`config.mk`:
```
export PLATFORM = sky130hd
export DESIGN_NAME = muldiv_seq
export DESIGN_NICKNAME = d
export VERILOG_FILES = /design/src/rtl/muldiv_pkg.sv /design/src/rtl/muldiv_seq.sv
export SDC_FILE = /design/constraint.sdc
export NUM_CORES = 2
export LEC_CHECK = 0
export ABC_AREA = 1
export BUFFER_PORTS_ARGS = -buffer_cell sky130_fd_sc_hd__buf_2
export CORE_MARGIN = 2
export CORE_UTILIZATION = 40
export DETAILED_ROUTE_END_ITERATION = 16
export HOLD_SLACK_MARGIN = 0.08
export PLACE_DENSITY = 0.59
export SKIP_CTS_REPAIR_TIMING = 1
export SLEW_MARGIN = 40
export SYNTH_ARGS = -nofsm -noshare
export SYNTH_HDL_FRONTEND = slang
export SYNTH_SLANG_ARGS = --single-unit
export TNS_END_PERCENT = 30
```
`constraint.sdc`:
```
create_clock -name clk -period 16.9 [get_ports clk]
set_clock_uncertainty 0.15 [all_clocks]
set_input_delay 0 -clock clk [delete_from_list [all_inputs] [get_ports clk]]
set_output_delay 0 -clock clk [all_outputs]
set_load 0.05 [all_outputs]
```
`src/rtl/muldiv_pkg.sv`:
```
// rtl/muldiv_pkg.sv - shared select codes, FSM states and sign helpers for the M-extension sequencer
package muldiv_pkg;

  localparam int W64 = 64;
  localparam int W32 = 32;

  localparam logic [4:0] SEL_MUL   = 5'd2;
  localparam logic [4:0] SEL_DIV   = 5'd3;
  localparam logic [4:0] SEL_DIVU  = 5'd4;
  localparam logic [4:0] SEL_REM   = 5'd5;
  localparam logic [4:0] SEL_REMU  = 5'd6;
  localparam logic [4:0] SEL_MULW  = 5'd24;
  localparam logic [4:0] SEL_DIVW  = 5'd25;
  localparam logic [4:0] SEL_DIVUW = 5'd26;
  localparam logic [4:0] SEL_REMW  = 5'd27;
  localparam logic [4:0] SEL_REMUW = 5'd28;

  typedef enum logic [1:0] {IDLE, CALC, DONE} state_t;

  typedef struct packed {
    logic valid;
    logic is_mul;
    logic is_word;
    logic is_signed;
    logic is_rem;
  } op_t;

  function automatic op_t decode_sel(input logic [4:0] s);
    op_t o;
    o = '0;
    case (s)
      SEL_MUL:   begin o.valid = 1'b1; o.is_mul = 1'b1; end
      SEL_DIV:   begin o.valid = 1'b1; o.is_signed = 1'b1; end
      SEL_DIVU:  begin o.valid = 1'b1; end
      SEL_REM:   begin o.valid = 1'b1; o.is_signed = 1'b1; o.is_rem = 1'b1; end
      SEL_REMU:  begin o.valid = 1'b1; o.is_rem = 1'b1; end
      SEL_MULW:  begin o.valid = 1'b1; o.is_mul = 1'b1; o.is_word = 1'b1; end
      SEL_DIVW:  begin o.valid = 1'b1; o.is_signed = 1'b1; o.is_word = 1'b1; end
      SEL_DIVUW: begin o.valid = 1'b1; o.is_word = 1'b1; end
      SEL_REMW:  begin o.valid = 1'b1; o.is_signed = 1'b1; o.is_rem = 1'b1; o.is_word = 1'b1; end
      SEL_REMUW: begin o.valid = 1'b1; o.is_rem = 1'b1; o.is_word = 1'b1; end
      default:   o = '0;
    endcase
    return o;
  endfunction

  function automatic logic [W64-1:0] sext32(input logic [W32-1:0] v);
    return {{W32{v[W32-1]}}, v};
  endfunction

  function automatic logic [W64-1:0] cond_neg(input logic [W64-1:0] v, input logic n);
    return n ? (~v + 64'd1) : v;
  endfunction

endpackage

```
`src/rtl/muldiv_seq.sv`:
```
// rtl/muldiv_seq.sv - multi-cycle radix-2 multiplier / restoring divider with RV64 M semantics
module muldiv_seq
  import muldiv_pkg::*;
#(
  parameter int N = W64
) (
  input  logic         clk,
  input  logic         rst,
  input  logic         in_valid,
  output logic         in_ready,
  input  logic [4:0]   sel,
  input  logic [N-1:0] A,
  input  logic [N-1:0] B,
  input  logic         flush,
  output logic         out_valid,
  input  logic         out_ready,
  output logic [N-1:0] res,
  output logic         busy
);

  state_t state_q, state_d;
  logic   accept;

  op_t          op_in;
  logic [N-1:0] a_ext, b_ext, a_mag, b_mag, fast_res;
  logic         a_neg, b_neg, div_zero, ovf, fast;

  logic         q_mul, q_word, q_rem, neg_quo, neg_rem;
  logic [N:0]   acc, acc_n;
  logic [N-1:0] mcand, mcand_n, mplier, mplier_n;
  logic [6:0]   cnt;
  logic [N:0]   shifted;
  logic [N+1:0] diff;
  logic [N-1:0] quo_s, rem_s, pick, final_res;

  // Request decode: word ops are narrowed and re-extended before anything else looks at them.
  always_comb begin
    op_in = decode_sel(sel);
    if (op_in.is_word) begin
      a_ext = op_in.is_signed ? sext32(A[31:0]) : {32'b0, A[31:0]};
      b_ext = op_in.is_signed ? sext32(B[31:0]) : {32'b0, B[31:0]};
    end else begin
      a_ext = A;
      b_ext = B;
    end
    a_neg    = op_in.is_signed & a_ext[N-1];
    b_neg    = op_in.is_signed & b_ext[N-1];
    a_mag    = cond_neg(a_ext, a_neg);
    b_mag    = cond_neg(b_ext, b_neg);
    div_zero = op_in.valid & ~op_in.is_mul & (b_ext == '0);
    ovf      = op_in.valid & ~op_in.is_mul & op_in.is_signed & (b_ext == '1) &
               (op_in.is_word ? (A[31:0] == 32'h8000_0000) : (A == {1'b1, {(N-1){1'b0}}}));
    fast     = ~op_in.valid | div_zero | ovf;
    if (!op_in.valid) begin
      fast_res = '0;
    end else if (div_zero) begin
      fast_res = op_in.is_rem ? (op_in.is_word ? sext32(a_ext[31:0]) : a_ext) : '1;
    end else begin
      fast_res = op_in.is_rem ? '0 : a_ext;
    end
  end

  always_ff @(posedge clk or posedge rst) begin
    if (rst) state_q <= IDLE;
    else     state_q <= state_d;
  end

  always_comb begin
    state_d   = state_q;
    accept    = 1'b0;
    in_ready  = 1'b0;
    out_valid = 1'b0;
    busy      = 1'b1;
    case (state_q)
      IDLE: begin
        in_ready = 1'b1;
        busy     = 1'b0;
        if (!flush && in_valid) begin
          accept  = 1'b1;
          state_d = fast ? DONE : CALC;
        end
      end
      CALC: begin
        if (flush)              state_d = IDLE;
        else if (cnt == 7'd1)   state_d = DONE;
      end
      DONE: begin
        out_valid = 1'b1;
        if (flush || out_ready) state_d = IDLE;
      end
      default: state_d = IDLE;
    endcase
  end

  // One iteration of either algorithm; the divider reuses acc as the partial remainder.
  always_comb begin
    acc_n    = acc;
    mcand_n  = mcand;
    mplier_n = mplier;
    shifted  = {acc[N-1:0], mplier[N-1]};
    diff     = {1'b0, shifted} - {2'b00, mcand};
    if (q_mul) begin
      acc_n    = acc + (mplier[0] ? {1'b0, mcand} : {(N+1){1'b0}});
      mcand_n  = {mcand[N-2:0], 1'b0};
      mplier_n = {1'b0, mplier[N-1:1]};
    end else if (!diff[N+1]) begin
      acc_n    = diff[N:0];
      mplier_n = {mplier[N-2:0], 1'b1};
    end else begin
      acc_n    = shifted;
      mplier_n = {mplier[N-2:0], 1'b0};
    end
    quo_s = cond_neg(mplier_n, neg_quo);
    rem_s = cond_neg(acc_n[N-1:0], neg_rem);
    if (q_mul)      pick = acc_n[N-1:0];
    else if (q_rem) pick = rem_s;
    else            pick = quo_s;
    final_res = q_word ? sext32(pick[31:0]) : pick;
  end

  always_ff @(posedge clk or posedge rst) begin
    if (rst) begin
      q_mul   <= 1'b0;
      q_word  <= 1'b0;
      q_rem   <= 1'b0;
      neg_quo <= 1'b0;
      neg_rem <= 1'b0;
      acc     <= '0;
      mcand   <= '0;
      mplier  <= '0;
      cnt     <= '0;
      res     <= '0;
    end else if (accept) begin
      q_mul   <= op_in.is_mul;
      q_word  <= op_in.is_word;
      q_rem   <= op_in.is_rem;
      neg_quo <= a_neg ^ b_neg;
      neg_rem <= a_neg;
      acc     <= '0;
      if (op_in.is_mul) begin
        mcand  <= a_ext;
        mplier <= b_ext;
      end else begin
        mcand  <= b_mag;
        // Word dividends sit in the top half so 32 shifts bring them fully into the remainder.
        mplier <= op_in.is_word ? {a_mag[31:0], 32'b0} : a_mag;
      end
      if (fast) res <= fast_res;
      else      cnt <= op_in.is_word ? 7'(W32) : 7'(W64);
    end else if (state_q == CALC && !flush) begin
      acc    <= acc_n;
      mcand  <= mcand_n;
      mplier <= mplier_n;
      cnt    <= cnt - 7'd1;
      if (cnt == 7'd1) res <= final_res;
    end
  end

endmodule

```
==> results.rst <==
.. list-table::
   :header-rows: 1

   * - Metric
     - Value
   * - Global Route met1 Usage
     - 57.83%
   * - Maximum level of the CTS H-tree
     - 2
   * - Die area
     - 98990 um^2
   * - Cell count after synthesis
     - 7054
   * - Critical path data arrival time
     - 7.44 ns
   * - Total via count after detailed routing
     - 49.20k
   * - Crit path top cell by count
     - sky130_fd_sc_hd__nand2_1
   * - Portion of synthesized cell area occupied by the leading cell type
     - 20.69%
   * - Number of synthesized flops with an enable pin
     - 0
   * - Maximum clock frequency
     - 0.1427 GHz
   * - Post-Syn Area per Cell
     - 5.471 um^2
   * - Crit path max fanout
     - 18
   * - Element type at the critical path end
     - flip-flop
   * - Final Hold Vio Count
     - 0
   * - Worst Reg-to-Reg Cells
     - 38
   * - Layout filler cell count
     - 10.68k
   * - Number of violations of the max-capacitance limit
     - 0
   * - Hold-critical path endpoint
     - res[51]$_DFFE_PP0P_
   * - Normalized max-slew margin
     - 29.69%
   * - Hold Path Depth
     - 7
   * - Required time of the critical path
     - 17.33 ns
   * - Netlist area before placement
     - 38600 um^2
   * - Cell taking the most area after synthesis
     - sky130_fd_sc_hd__nand2_1
   * - Wire length of the first global-routing pass
     - 310.7 mm
   * - Final setup TNS
     - 0 ns
   * - Met3 capacity usage during global routing
     - 9.137%
   * - Number of cell rows
     - 113
   * - Cell at the root of the clock tree
     - sky130_fd_sc_hd__clkbuf_16
   * - Net count after synthesis
     - 7328
   * - Flop2flop setup slack
     - 9.89 ns
   * - Core Area
     - 95290 um^2
   * - Die extent in x
     - 314.6 um
   * - Worst-Margin Slew
     - 1.044 ns
   * - Leading cell type by number of instances after synthesis
     - sky130_fd_sc_hd__nand2_1
   * - Via count of the first global-routing pass
     - 44.02k
   * - Pin count of the biggest net entering global routing
     - 96
   * - Insertion delay to the later sink of the worst-skew pair
     - 0.64 ns
   * - Worst hold path type
     - in -> reg
   * - TritonCTS clock tree
     - yes
   * - Worst-path cell with the longest stage delay
     - sky130_fd_sc_hd__nor3_1
   * - Fin crit period
     - 7.009 ns
   * - Fraction of registers with async set/reset
     - 100.0%
   * - Launching element type of the critical path
     - flip-flop
   * - Wirelength, routed
     - 220.7 mm
   * - DPL Wire Length
     - 177.9 mm
   * - Crit share post-route
     - 41.47%
   * - Sequential cell area fraction in the yosys report
     - 17.51%
   * - Initial antenna violation count
     - 4
   * - Maximum clock insertion buffer count
     - 3
   * - Fraction of met2 tracks used by global routing
     - 62.68%
   * - Count of cell types in the netlist
     - 59
   * - Top cells by area in the synthesized netlist
     - sky130_fd_sc_hd__nand2_1 (21%), sky130_fd_sc_hd__dfrtp_1 (18%), sky130_fd_sc_hd__inv_1 (11%)
   * - Primary FF master, synth
     - sky130_fd_sc_hd__dfrtp_1
   * - Setup violations, final
     - 0
   * - Placed cell count
     - 8310
   * - First-pass iteration count of the detailed router
     - 7
   * - Layout net count
     - 7491
   * - Leakage power of the design
     - 23.24 nW
   * - Number of storage elements in the synthesis netlist
     - 270
   * - Global-route usage over all layers
     - 43.06%
   * - Die height
     - 314.6 um
   * - Reg2Reg Capture Point
     - res[28]$_DFFE_PP0P_
   * - Clock transition at the register clock pins on the worst setup and hold paths after CTS
     - 0.06 ns
   * - Layout cell share with drive strength beyond 1
     - 7.438%
   * - Most used routing layer in global routing
     - met2
   * - Total clock buffers created by CTS
     - 41
   * - Port-buffer cells
     - 204
   * - Peak supply drop
     - 0.0001775 V
   * - Status
     - completed
   * - Number of sinks on the clock net
     - 270
   * - Max-slew violations
     - 0
   * - FF/Latch Area
     - 6768 um^2
   * - Initial Utilization
     - 40.50%
   * - Power density over the cells
     - 149.4 nW/um^2
   * - Ports placed on the boundary
     - 205
   * - Area grow syn2layout
     - 12.26%
   * - Critical Setup Path Class
     - reg -> reg
   * - Post-detailed-route DRC marker count
     - 0
   * - Critical register-to-register path startpoint
     - acc[35]$_DFFE_PP0P_
   * - Final instance count without filler cells
     - 8513
   * - Global route total overflow
     - 0
   * - Combined area of the multi-input logic cells
     - 26340 um^2
   * - Start point of the worst min-delay path
     - A[51]
   * - Routed wire per std cell
     - 25.93 um
   * - Final estimated routing congestion in global placement
     - 1.079
   * - Unrepaired setup endpoints after global routing
     - false
   * - Drt first-iter violations
     - 6695
   * - Vias per Instance
     - 5.780
   * - Slowest stage delay, CP
     - 0.66 ns
   * - Leading cell types by count after synthesis
     - sky130_fd_sc_hd__nand2_1 (2127), sky130_fd_sc_hd__inv_1 (1151), sky130_fd_sc_hd__nor2_1 (846), sky130_fd_sc_hd__o21ai_0 (464), sky130_fd_sc_hd__nand3_1 (435)
   * - Warnings from Yosys
     - 0
   * - Power, Total
     - 6.473 mW
   * - ANT nets after route
     - 0
critical path: cells and delay by family (launching register included):
kind	cells	cell delay, ns
AO/OA/AOI/OAI	4	0.68
XOR/XNOR	1	0.13
adder cells (fa/ha/maj)	2	0.66
buffers and inverters	10	1.84
flip-flops	1	0.47
AND/OR/NAND/NOR	21	3.01
cell families after synthesis:
group / share of synthesized area, %
XOR/XNOR: 2.610
buffers and inverters: 14.58
AND/OR/NAND/NOR: 41.89
adder cells (fa/ha/maj): 4.448
AO/OA/AOI/OAI: 18.97
flip-flops: 17.51
how the worst max path moves through the flow:
| stage | from | end | slack [ns] | cells past startpoint |
|---|---|---|---|---|
| 3_5_place_dp | acc[35]$_DFFE_PP0P_ | res[50]$_DFFE_PP0P_ | 10.38 | 36 |
| 4_1_cts | acc[35]$_DFFE_PP0P_ | res[58]$_DFFE_PP0P_ | 10.35 | 36 |
| 5_1_grt | acc[22]$_DFFE_PP0P_ | res[28]$_DFFE_PP0P_ | 9.58 | 39 |
| 3_3_place_gp | acc[35]$_DFFE_PP0P_ | res[62]$_DFFE_PP0P_ | 10.27 | 36 |
| 6_report | acc[35]$_DFFE_PP0P_ | res[28]$_DFFE_PP0P_ | 9.89 | 38 |
| 2_1_floorplan | rst | acc[0]$_DFFE_PP0P_ | 9.31 | 1 |
per-stage QoR:
step / hold slack [ns] / setup WS (ns) / utilization (%) / instance area, um^2
2_1_floorplan: -0.06597 / 9.311 / - / 38600
3_3_place_gp: 0.02558 / 10.27 / 42.50 / 40500
3_5_place_dp: 0.04092 / 10.38 / 42.62 / 40610
4_1_cts: -0.6242 / 10.35 / 44.08 / 42000
5_1_grt: 0.08165 / 9.585 / 45.46 / 43330
6_report: 0.02547 / 9.891 / 45.47 / 43330
layer usage:
metal,wire [um],vias up
met5,0,-
met4,16470,0
met3,22470,487
met2,90960,2704
met1,90810,23000
li1,-,23012
state kept, by name, indices dropped and copies added (netlist names):
register	flops
q_word	1
state_q	2
neg_quo	1
cnt	7
q_rem	1
neg_rem	1
mcand	64
res	64
q_mul	1
acc	64
mplier	64
cells in the final DEF (no fill, tap or decap), types with 9 or more instances in the layout:
cell | netlist | layout
sky130_fd_sc_hd__o21ai_1 | 19 | 29
sky130_fd_sc_hd__o22ai_1 | 21 | 21
sky130_fd_sc_hd__o221ai_1 | 58 | 55
sky130_fd_sc_hd__buf_4 | 3 | 44
sky130_fd_sc_hd__nand3b_1 | 23 | 23
sky130_fd_sc_hd__dfrtp_1 | 270 | 265
sky130_fd_sc_hd__nand2_2 | 35 | 35
sky130_fd_sc_hd__dlygate4sd3_1 | 0 | 129
sky130_fd_sc_hd__nand3_1 | 435 | 433
sky130_fd_sc_hd__o21bai_1 | 22 | 22
sky130_fd_sc_hd__o211ai_1 | 115 | 115
sky130_fd_sc_hd__nor2_4 | 16 | 20
sky130_fd_sc_hd__nor2_2 | 33 | 34
sky130_fd_sc_hd__xnor2_1 | 18 | 17
sky130_fd_sc_hd__a21oi_2 | 26 | 26
sky130_fd_sc_hd__nand4_1 | 151 | 151
sky130_fd_sc_hd__nor3_1 | 88 | 87
sky130_fd_sc_hd__buf_2 | 42 | 204
sky130_fd_sc_hd__buf_6 | 17 | 10
sky130_fd_sc_hd__nand3_2 | 17 | 18
sky130_fd_sc_hd__a21oi_1 | 370 | 370
sky130_fd_sc_hd__nor4_1 | 32 | 29
sky130_fd_sc_hd__nand2_1 | 2127 | 2126
sky130_fd_sc_hd__o21ai_0 | 464 | 454
sky130_fd_sc_hd__o21a_1 | 9 | 9
sky130_fd_sc_hd__inv_1 | 1151 | 1145
sky130_fd_sc_hd__inv_2 | 25 | 27
sky130_fd_sc_hd__ha_1 | 134 | 134
sky130_fd_sc_hd__xor2_1 | 97 | 97
sky130_fd_sc_hd__clkbuf_16 | 0 | 42
sky130_fd_sc_hd__nor2_1 | 846 | 841
sky130_fd_sc_hd__a221oi_1 | 12 | 12
sky130_fd_sc_hd__a31oi_1 | 42 | 42
sky130_fd_sc_hd__or2_2 | 10 | 10
sky130_fd_sc_hd__o2111ai_1 | 14 | 14
sky130_fd_sc_hd__a22oi_1 | 31 | 31
layout make-up:
cell class / count / share of cell area [%]
antenna: 1 / 0.005776
clock buffer: 57 / 2.740
clock inverter: 16 / 0.4707
inverter: 1178 / 10.24
multi-input combinational: 5336 / 60.78
sequential: 270 / 15.62
tap: 1265 / 3.653
timing repair buffer: 390 / 6.486
power breakdown:
part / total [mW] / switching [mW] / internal [mW]
logic: 4.39 / 3.23 / 1.16
registers: 1.14 / 0.253 / 0.885
clock network: 0.945 / 0.394 / 0.552
No activity file was read; power rests on OpenSTA's default activity.
